`src/rtl/inv_mix_columns.sv`:
```
// inv_mix_columns: iterative AES InvMixColumns engine, one column per cycle.
// Ports: clk, g_rst_n (async active-low), data_in[127:0], enable (start),
//        data_out[127:0] (held result), busy, done (one-cycle pulse).
module inv_mix_columns (
   input  logic         clk,
   input  logic         g_rst_n,
   input  logic [127:0] data_in,
   input  logic         enable,
   output logic [127:0] data_out,
   output logic         busy,
   output logic         done
);

   typedef enum logic {
      IDLE,
      RUN
   } state_t;

   state_t        state;
   logic [127:0]  work;
   logic [1:0]    col;

   logic [31:0]   col_in;
   logic [31:0]   col_out;
   logic [127:0]  work_next;

   function automatic logic [7:0] xtime(
      input logic [7:0] x
   );
      return {x[6:0], 1'b0} ^ (x[7] ? 8'h1b : 8'h00);
   endfunction

   // Column image: row 0 is the most significant byte.
   function automatic logic [31:0] inv_col(
      input logic [31:0] a
   );
      logic [7:0] x  [4];
      logic [7:0] x2 [4];
      logic [7:0] x4 [4];
      logic [7:0] x8 [4];
      logic [7:0] m9 [4];
      logic [7:0] mb [4];
      logic [7:0] md [4];
      logic [7:0] me [4];
      logic [7:0] b  [4];
      for (int i = 0; i < 4; i++) begin
         x[i]  = a[31-8*i -: 8];
         x2[i] = xtime(x[i]);
         x4[i] = xtime(x2[i]);
         x8[i] = xtime(x4[i]);
         m9[i] = x8[i] ^ x[i];
         mb[i] = x8[i] ^ x2[i] ^ x[i];
         md[i] = x8[i] ^ x4[i] ^ x[i];
         me[i] = x8[i] ^ x4[i] ^ x2[i];
      end
      b[0] = me[0] ^ mb[1] ^ md[2] ^ m9[3];
      b[1] = m9[0] ^ me[1] ^ mb[2] ^ md[3];
      b[2] = md[0] ^ m9[1] ^ me[2] ^ mb[3];
      b[3] = mb[0] ^ md[1] ^ m9[2] ^ me[3];
      return {b[0], b[1], b[2], b[3]};
   endfunction

   // Single shared column transform; col selects which column feeds it.
   always_comb begin
      col_in = work[127:96];
      unique case (col)
         2'd0: col_in = work[127:96];
         2'd1: col_in = work[95:64];
         2'd2: col_in = work[63:32];
         2'd3: col_in = work[31:0];
      endcase
   end

   assign col_out = inv_col(col_in);

   always_comb begin
      work_next = work;
      unique case (col)
         2'd0: work_next[127:96] = col_out;
         2'd1: work_next[95:64]  = col_out;
         2'd2: work_next[63:32]  = col_out;
         2'd3: work_next[31:0]   = col_out;
      endcase
   end

   always_ff @(posedge clk or negedge g_rst_n) begin
      if (!g_rst_n) begin
         state    <= IDLE;
         work     <= '0;
         col      <= 2'd0;
         data_out <= '0;
         busy     <= 1'b0;
         done     <= 1'b0;
      end else begin
         done <= 1'b0;
         unique case (state)
            IDLE: begin
               if (enable) begin
                  work  <= data_in;
                  col   <= 2'd0;
                  busy  <= 1'b1;
                  state <= RUN;
               end
            end
            RUN: begin
               work <= work_next;
               col  <= col + 2'd1;
               if (col == 2'd3) begin
                  data_out <= work_next;
                  done     <= 1'b1;
                  busy     <= 1'b0;
                  state    <= IDLE;
               end
            end
         endcase
      end
   end

endmodule

```
`config.mk`:
```
export PLATFORM = sky130hd
export DESIGN_NAME = inv_mix_columns
export DESIGN_NICKNAME = d
export VERILOG_FILES = /design/src/rtl/inv_mix_columns.sv
export SDC_FILE = /design/constraint.sdc
export NUM_CORES = 1
export LEC_CHECK = 0
export CAP_MARGIN = 20
export CORE_ASPECT_RATIO = 1.4
export CORE_MARGIN = 10
export CORE_UTILIZATION = 46
export DETAILED_ROUTE_END_ITERATION = 10
export PLACE_DENSITY_LB_ADDON = 0.08
export SLEW_MARGIN = 20
export SYNTH_ARGS = -nofsm -noshare
export SYNTH_HDL_FRONTEND = slang
export SYNTH_SLANG_ARGS = --single-unit
export TNS_END_PERCENT = 30
```
`constraint.sdc`:
```
create_clock -name clk -period 8.3 [get_ports clk]
set_input_delay 1.66 -clock clk [delete_from_list [all_inputs] [get_ports clk]]
set_output_delay 1.66 -clock clk [all_outputs]
set_load 0.02 [all_outputs]
```
==> results.tsv, run 1 <==
stage	metric	value	unit
run_status	outcome	finished, final reports clean	
synth	synth_cells	1583	
synth	yosysMostFrequentCell	dfrtp_1	
synth	syn_area	0.01528	sq mm
cells_and_area	regArea	0.006533	sq mm
clock_tree	clk_pin_slew	0.06	ns
synth	yosys-top-cells-count	dfrtp_1 (261), xnor2_1 (169), a21oi_1 (153)	
synth	synth-main-ff-cell	dfrtp_1	
timing	finalCriticalPeriod	5.416	ns
clock_tree	htree_levels	1	
global_route	grt_pass1_vias	13400	
worst_setup_path	path_buf_inv	2	
timing	rsz0062_at_grt	false	
detailed_routing	drt_wl_total	61.80	mm
placement	pre_cts_ws	2.922	ns
timing	hold_slack	0.4751	ns
placement	portBuffers	260	
clock_tree	cts_setup_buffers	0	
timing	setup_ws	2.884	ns
timing	hold_viol_final	0	
worst_setup_path	cp.arrival	5.83	ns
floorplan	pin_count	261	
detailed_routing	drc_errors	0	
floorplan	start_util	0.4688	
cells_and_area	area_growth	24.40	%
global_route	grt_antenna_before_repair	0	
timing	slew_viol_final	0	
run	max_cap_viol_count	0	
detailed_routing	via_count	13370	
placement	dp_cells	2180	
global_route	grt_overflow	0	
worst_hold_path	hold_class	reg -> reg	
cells_and_area	multi_input_area	0.008133	sq mm
clock_tree	numCtsBuffers	27	
clock_tree	cts_buffer_depth	3	
worst_setup_path	crit_path_start_kind	flip-flop	
worst_setup_path	crit_fanout	48	
detailed_routing	vias_per_cell	6.001	
global_route	grt_usage	0.2920	
worst_setup_path	path_class	reg -> reg	
clock_tree	cts_tree	built	
synth	synth_edf_count	0	
clock_tree	cts_resized	0	
worst_setup_path	path_cells	inv_1 -> ha_2 -> buf_4 -> a22oi_1 -> a2bb2oi_1 -> xnor3_1 -> xor2_1 -> xnor2_1 -> xor2_1 -> xnor2_1 -> o21ai_0	
timing	tightest_slew	1.148	ns
synth	synth_seq_cells	261	
worst_setup_path	crit_family	XOR/XNOR gates	
cells_and_area	fin_nets	1905	
clock_tree	clock-sinks	261	
detailed_routing	first_iter_violations	1427	
detailed_routing	wl_per_cell	27.74	um
cells_and_area	fillCellCount	2966	
synth	synthArstFlopShare	1.000	
timing	fin_skew	0.01487	ns
floorplan	chipHeight	235.7	um
synth	synth_top_area_frac	0.4274	
synth	synth_area_leaders	dfrtp_1 (43%), xnor2_1 (9.7%), a21oi_1 (5.0%)	
detailed_routing	ant_nets	0	
timing	period_share	0.6525	
clock_tree	hold_buffers	0	
timing	relSlewSlack	0.2348	
clock_tree	clk_latency	0.59	ns
timing	finalSetupViolCount	0	
synth	syn-num-nets	1719	
global_route	grt_pass1_wl	91.25	mm
cells_and_area	antennaDiodeCount	0	
floorplan	die_area	0.04102	sq mm
floorplan	rows	78	
placement	gp_congestion	0.9436	
detailed_routing	drt_pre_antenna_iters	6	
floorplan	core_area	0.03260	sq mm
cells_and_area	layoutNonFillerInstCount	2228	
timing	max_freq	0.1846	GHz
floorplan	fp.dieW	174.0	um
synth	seq_area_frac_synth	0.4274	
clock_tree	clock-root-buffer	clkbuf_16	
synth	synth.avg_cell_area	9.654	sq um
worst_setup_path	worst_setup_path_end_kind	flip-flop	
synth	yosys_warnings	0	
synth	synth_cell_types	48	
worst_setup_path	cp.required	8.71	ns
timing	finalSetupTns	0	ns
synth	synth_top_area_cell	dfrtp_1	
worst_setup_path	slowest_delay	0.89	ns
global_route	grt_max_degree	143	
worst_setup_path	cp_slowest_cell	xnor2_1	
cells_and_area	drive_gt1_frac	0.06320	
placement	hpwl	45.35	mm
==> cell type report <==
cell class | count | share of cell area
repair buffers | 298 | 0.1524
multi-input cells | 1164 | 0.4278
well taps | 440 | 0.02896
clock buffers | 42 | 0.04113
clock inverters | 6 | 0.002698
flip-flops and latches | 261 | 0.3436
inverters | 17 | 0.003357
==> registers in the layout, summed over array words and instances (netlist names) <==
signal	flops
busy	1
col	2
data_out	128
done	1
state	1
work	128
==> worst register-to-register path: stages (launching register included) <==
cell and delay [ns]:
dfrtp_1 0.42, inv_1 0.15, ha_2 0.68, buf_4 0.63
a22oi_1 0.35, a2bb2oi_1 0.53, xnor3_1 0.51, xor2_1 0.16
xnor2_1 0.52, xor2_1 0.16, xnor2_1 0.89, o21ai_0 0.24
==> logic make-up (layout without fill, tap and decap cells) <==
| logic type | after synthesis | count (layout) | share of synthesized area |
|---|---|---|---|
| xor+xnor | 253 | 253 | 0.1684 |
| buf+inv | 158 | 363 | 0.04257 |
| fa+ha+maj | 5 | 5 | 0.004094 |
| simple gates | 301 | 301 | 0.09465 |
| flops | 261 | 261 | 0.4274 |
| compound gates | 540 | 540 | 0.2188 |
| mux | 65 | 65 | 0.04413 |
==> cell usage in the layout, fill, tap and decap left out, types with 5 or more instances in the layout <==
master	count
a211oi_1	29
a21boi_0	8
a21o_1	31
a21oi_1	153
a221o_1	20
a222oi_1	27
a22oi_1	10
a31oi_1	21
and2_1	17
buf_4	36
clkbuf_1	10
clkbuf_16	27
clkbuf_8	5
clkdlybuf4s50_1	258
dfrtp_1	260
inv_1	15
mux2_2	9
mux2i_1	55
nand2_1	123
nand2b_1	18
nor2_1	59
nor2b_1	33
nor3_1	8
nor3b_1	29
o211a_1	6
o21ai_0	136
o21ai_1	11
o22ai_1	67
o31ai_1	8
xnor2_1	168
xnor2_2	8
xnor3_1	17
xor2_1	55
==> worst paths after layout <==
check / start / to / slack [ns] / depth (start not counted)
min: data_out[97] / data_out[97] / 0.48 / 2
max in group asynchronous: g_rst_n / data_out[117] / 5.79 / 2
max reg2reg: col[0] / data_out[99] / 2.88 / 11
min in group asynchronous: g_rst_n / data_out[2] / 1.14 / 1
min reg2reg: data_out[97] / data_out[97] / 0.48 / 2
max: col[0] / data_out[99] / 2.88 / 11
==> through the flow <==
stage / util / area, sq um
finish: 0.5832 / 19010
global route: 0.5832 / 19010
CTS: 0.5832 / 19010
detailed placement: 0.5577 / 18180
global placement: 0.5573 / 18170
floorplan: - / 15280
==> per-layer routing <==
metal	GRT usage	wire length [um]	up-vias
li1	-	-	5994
met1	0.3527	24000	6619
met2	0.4906	30320	617
met3	0.04747	4048	140
met4	0.1520	3433	0
met5	0	0	-
Power of run 1 is not shown: default switching activity piles up to over one toggle a cycle in this logic, so the estimate is an artifact.
==> run 2, diff against run 1 <==
- clock period: 8.3 -> 5 ns (I/O delays scaled with it)
==> run 2 against run 1 <==
Setup slack worse by 2.3 ns; cell count is 3.1% higher; first-iteration DRC count is 8.9% higher; sequential cell count stayed put; utilization is 2.0 points higher; register-to-register slack worse by 2.3 ns; critical path type unchanged; critical endpoint is now work[12].
==> results.tsv, run 2 (same netlist as run 1, synthesis figures left out) <==
stage	metric	value	unit
run_status	outcome	finished, final reports clean	
global_route	grt_pass1_vias	13600	
worst_setup_path	reg2reg_from	col[1]	
placement	hpwl	46.87	mm
worst_setup_path	crit_fanout	33	
cells_and_area	post-route-util	0.6032	
placement	portBuffers	260	
cells_and_area	antennaDiodeCount	0	
cells_and_area	drive_gt1_frac	0.1017	
cells_and_area	final_cell_mix	dfrtp_1 (260), clkdlybuf4s50_1 (258), xnor2_1 (169)	
timing	max_freq	0.2258	GHz
detailed_routing	drc_errors	0	
detailed_routing	first_iter_violations	1554	
timing	hold_viol_final	0	
clock_tree	clock-root-buffer	clkbuf_16	
worst_setup_path	path_cells	inv_1 -> ha_2 -> a21oi_1 -> a2bb2oi_1 -> xnor3_1 -> xnor3_1 -> xor3_1 -> xor3_1 -> nor2_1 -> a221o_1	
detailed_routing	ant_nets	0	
clock_tree	numCtsBuffers	26	
cells_and_area	multi_input_area	0.008125	sq mm
detailed_routing	drt_wl_total	62.84	mm
timing	slew_viol_final	0	
clock_tree	clock-sinks	261	
worst_setup_path	path_class	reg -> reg	
floorplan	core_area	0.03260	sq mm
clock_tree	cts_tree	built	
worst_setup_path	cp_slowest_cell	ha_2	
placement	gp_congestion	0.9556	
clock_tree	clk_pin_slew	0.07	ns
timing	finalSetupTns	0	ns
worst_setup_path	worst_setup_path_end_kind	flip-flop	
cells_and_area	regArea	0.006533	sq mm
cells_and_area	fillCellCount	2921	
clock_tree	htree_levels	1	
global_route	grt_pass1_wl	92.71	mm
global_route	grt_max_degree	198	
timing	finalSetupViolCount	0	
detailed_routing	wl_per_cell	27.35	um
worst_hold_path	hold_class	in -> async	
cells_and_area	layout_commonest_cell	dfrtp_1	
cells_and_area	reg_top3	data_out: 128 flops, work: 128 flops, col: 2 flops	
worst_setup_path	rr_worst_depth	10	
worst_setup_path	cp.arrival	4.90	ns
clock_tree	cts_buffer_depth	3	
global_route	grt_overflow	0	
timing	fin_skew	0.01407	ns
timing	period_share	0.8858	
cells_and_area	area_growth	28.66	%
worst_setup_path	crit_path_start_kind	flip-flop	
detailed_routing	vias_per_cell	5.946	
worst_setup_path	r2r_setup_slack	0.57	ns
global_route	grt_usage	0.2980	
detailed_routing	drt_pre_antenna_iters	6	
timing	rsz0062_at_grt	false	
clock_tree	cts_setup_buffers	0	
timing	relSlewSlack	0.3540	
timing	tightest_slew	0.9690	ns
timing	finalCriticalPeriod	4.429	ns
clock_tree	hold_buffers	0	
cells_and_area	fin_nets	1974	
detailed_routing	via_count	13670	
floorplan	fp.dieW	174.0	um
worst_setup_path	slowest_delay	0.65	ns
floorplan	pin_count	261	
floorplan	start_util	0.4688	
worst_setup_path	cp.required	5.47	ns
floorplan	rows	78	
floorplan	chipHeight	235.7	um
clock_tree	cts_resized	0	
clock_tree	clk_latency	0.59	ns
worst_setup_path	reg2reg_to	work[12]	
global_route	grt_antenna_before_repair	0	
run	max_cap_viol_count	0	
floorplan	die_area	0.04102	sq mm
[run 2: routing by layer]
layer	vias up	routed length, um	track usage
met3	134	4374	0.05260
met4	0	3625	0.1567
met2	657	30950	0.5019
met1	6746	23890	0.3560
li1	6128	-	-
met5	-	0	0
[run 2: how the worst max path moves through the flow]
stage	end	start	slack, ns
6_report	work[12]	col[1]	0.57
5_1_grt	work[12]	col[1]	0.31
4_1_cts	work[12]	col[1]	0.62
3_5_place_dp	work[12]	col[1]	0.66
3_3_place_gp	work[12]	col[1]	0.72
2_1_floorplan	work[13]	col[0]	1.40
[run 2: area by class of cell]
class | count | share of cell area
clock buffers | 36 | 0.03856
clock inverters | 12 | 0.007764
inverters | 17 | 0.003246
multi-input cells | 1164 | 0.4133
flip-flops and latches | 261 | 0.3323
well taps | 440 | 0.02800
repair buffers | 368 | 0.1769
[run 2: worst max-delay path: cells and delay by family (launching register included)]
family | cells | cell delay, ns
adder cells (fa/ha/maj) | 1 | 0.65
buffers and inverters | 1 | 0.14
flip-flops | 1 | 0.41
AO/OA/AOI/OAI | 3 | 1.03
AND/OR/NAND/NOR | 1 | 0.11
XOR/XNOR | 4 | 1.98
[run 2: stage by stage]
stage               area, sq um  hold slack [ns]  worst slack, ns  cells
detailed placement        18750           0.4621           0.6569   2250
finish                    19660           0.4720           0.5712   2298
global placement          18750           0.4602           0.7227   2250
floorplan                 15280           0.4630            1.398   1583
global route              19660           0.4919           0.3075   2298
CTS                       19660           0.4781           0.6232   2298
Power of run 2 is left out for the same reason.
==> run 3, diff against run 2 <==
- CORE_ASPECT_RATIO: 1.4 -> 0.7
- PLACE_DENSITY: default -> 0.79
- PLACE_DENSITY_LB_ADDON: 0.08 -> default
==> run 3 against run 2 <==
The run now ends with DRC left; clock skew rose by 0.0027 ns; count of clock-buffer cells in the layout fell by 7; utilization grew 0.16 points; cell area rose by 0.13%; largest cell class unchanged; via count grew 3.5%; highest routed layer unchanged; non-clock buffer count shrank 3; sequential cell count did not move.
==> results.tsv, run 3 (same netlist as run 1, synthesis figures left out) <==
stage	metric	value	unit
clock_tree	numCtsBuffers	27	
global_route	grt_overflow	0	
worst_setup_path	cp_slowest_cell	xor3_1	
timing	hold_slack	0.4778	ns
floorplan	core_area	0.03255	sq mm
worst_setup_path	crit_path_start_kind	flip-flop	
worst_setup_path	path_buf_inv	3	
worst_setup_path	crit_fanout	34	
detailed_routing	drt_wl_total	63.34	mm
clock_tree	cts_tree	built	
floorplan	pin_count	261	
placement	post_dp_cell_area	0.01867	sq mm
placement	gp_congestion	0.9998	
timing	max_freq	0.2197	GHz
detailed_routing	drc_errors	2	
placement	dp_cells	2234	
clock_tree	clock-root-buffer	clkbuf_16	
cells_and_area	fillCellCount	2732	
timing	fin_skew	0.01674	ns
global_route	grt_antenna_before_repair	0	
worst_setup_path	cp.arrival	5.02	ns
clock_tree	clk_latency	0.59	ns
worst_setup_path	path_class	reg -> reg	
detailed_routing	first_iter_violations	1927	
detailed_routing	vias_per_cell	6.188	
cells_and_area	design_area	0.01969	sq mm
clock_tree	htree_levels	1	
floorplan	rows	55	
detailed_routing	wl_per_cell	27.72	um
timing	finalSetupTns	0	ns
cells_and_area	layoutNonFillerInstCount	2285	
clock_tree	hold_buffers	0	
detailed_routing	via_count	14140	
floorplan	die_area	0.04103	sq mm
worst_setup_path	slowest_delay	0.54	ns
floorplan	fp.dieW	237.9	um
floorplan	chipHeight	172.5	um
global_route	grt_usage	0.3030	
clock_tree	clock-sinks	261	
timing	period_share	0.9104	
cells_and_area	area_growth	28.82	%
timing	slew_viol_final	0	
timing	hold_viol_final	0	
run	max_cap_viol_count	0	
placement	hpwl	46.66	mm
cells_and_area	layout_commonest_cell	dfrtp_1	
cells_and_area	reg_top3	data_out: 128 flops, work: 128 flops, col: 2 flops	
worst_setup_path	path_cells	inv_1 -> ha_2 -> buf_4 -> a222oi_1 -> buf_4 -> mux2i_1 -> xnor3_1 -> xnor3_1 -> xor3_1 -> xor3_1 -> nor2_1 -> a221o_1	
worst_setup_path	cp.required	5.46	ns
timing	finalSetupViolCount	0	
floorplan	start_util	0.4695	
clock_tree	cts_resized	0	
clock_tree	cts_buffer_depth	3	
detailed_routing	ant_nets	0	
timing	rsz0062_at_grt	false	
worst_hold_path	hold_class	reg -> reg	
run_status	violations	DRC	
cells_and_area	drive_gt1_frac	0.1018	
detailed_routing	drt_pre_antenna_iters	11	
timing	relSlewSlack	0.3150	
run_status	outcome	finished, violations left	
worst_setup_path	r2r_setup_slack	0.45	ns
placement	portBuffers	260	
global_route	grt_max_degree	119	
cells_and_area	final_cell_mix	dfrtp_1 (260), clkdlybuf4s50_1 (258), xnor2_1 (169)	
timing	tightest_slew	1.023	ns
global_route	grt_pass1_wl	93.61	mm
clock_tree	cts_setup_buffers	0	
cells_and_area	fin_nets	1972	
clock_tree	clk_pin_slew	0.07	ns
global_route	grt_pass1_vias	14150	
worst_setup_path	crit_family	XOR/XNOR gates	
timing	finalCriticalPeriod	4.552	ns
worst_setup_path	worst_setup_path_end_kind	flip-flop	
-- run 3: changes by cell type in the layout (fill, tap and decap cells not counted), sizes merged --
| cell | previous run | this run |
|---|---|---|
| diode | 0 | 1 |
| clkinvlp | 4 | 2 |
| clkinv | 6 | 10 |
| clkbuf | 36 | 29 |
| buf | 110 | 107 |
| bufinv | 2 | 7 |
| inv | 17 | 19 |
-- run 3: stage by stage --
stage	utilization	setup WS (ns)
2_1_floorplan	-	1.398
3_3_place_gp	0.5736	0.6822
3_5_place_dp	0.5736	0.6069
4_1_cts	0.6047	0.5831
5_1_grt	0.6047	0.3224
6_report	0.6048	0.4478
-- run 3: worst reg2reg max path, cell delays in order, from the launching register on --
cell and delay [ns]:
dfrtp_1 0.42, inv_1 0.14, ha_2 0.52, buf_4 0.45
a222oi_1 0.20, buf_4 0.21, mux2i_1 0.23, xnor3_1 0.31
xnor3_1 0.53, xor3_1 0.48, xor3_1 0.54, nor2_1 0.12
a221o_1 0.30
-- run 3: cell type report --
cell class,count,area (sq um),share of cell area
clock buffers,29,693.2,0.03521
well taps,427,534.3,0.02714
diodes,1,2.502,0.0001271
inverters,17,63.81,0.003241
repair buffers,365,3418,0.1736
clock inverters,21,319.1,0.01621
multi-input cells,1164,8123,0.4126
flip-flops and latches,261,6533,0.3318
-- run 3: worst paths after layout --
path,start,depth (start not counted),to
max in group asynchronous,g_rst_n,2,work[117]
worst min register to register,data_out[21],1,data_out[21]
min in group asynchronous,g_rst_n,1,data_out[21]
worst max register to register,col[0],12,work[12]
worst min-delay path,data_out[21],1,data_out[21]
worst max-delay path,col[0],12,work[12]
-- run 3: layer usage --
metal  wire length [um]  part of all wire  vias to the layer above  track usage
met2              26890              0.42                      909       0.4421
met4               1625             0.026                        0      0.07224
met3               9059              0.14                      110       0.1247
li1                   -                 -                     6124            -
met5                  0                 0                        -            0
met1              25760              0.41                     6996       0.4099
Power of run 3 is left out for the same reason.
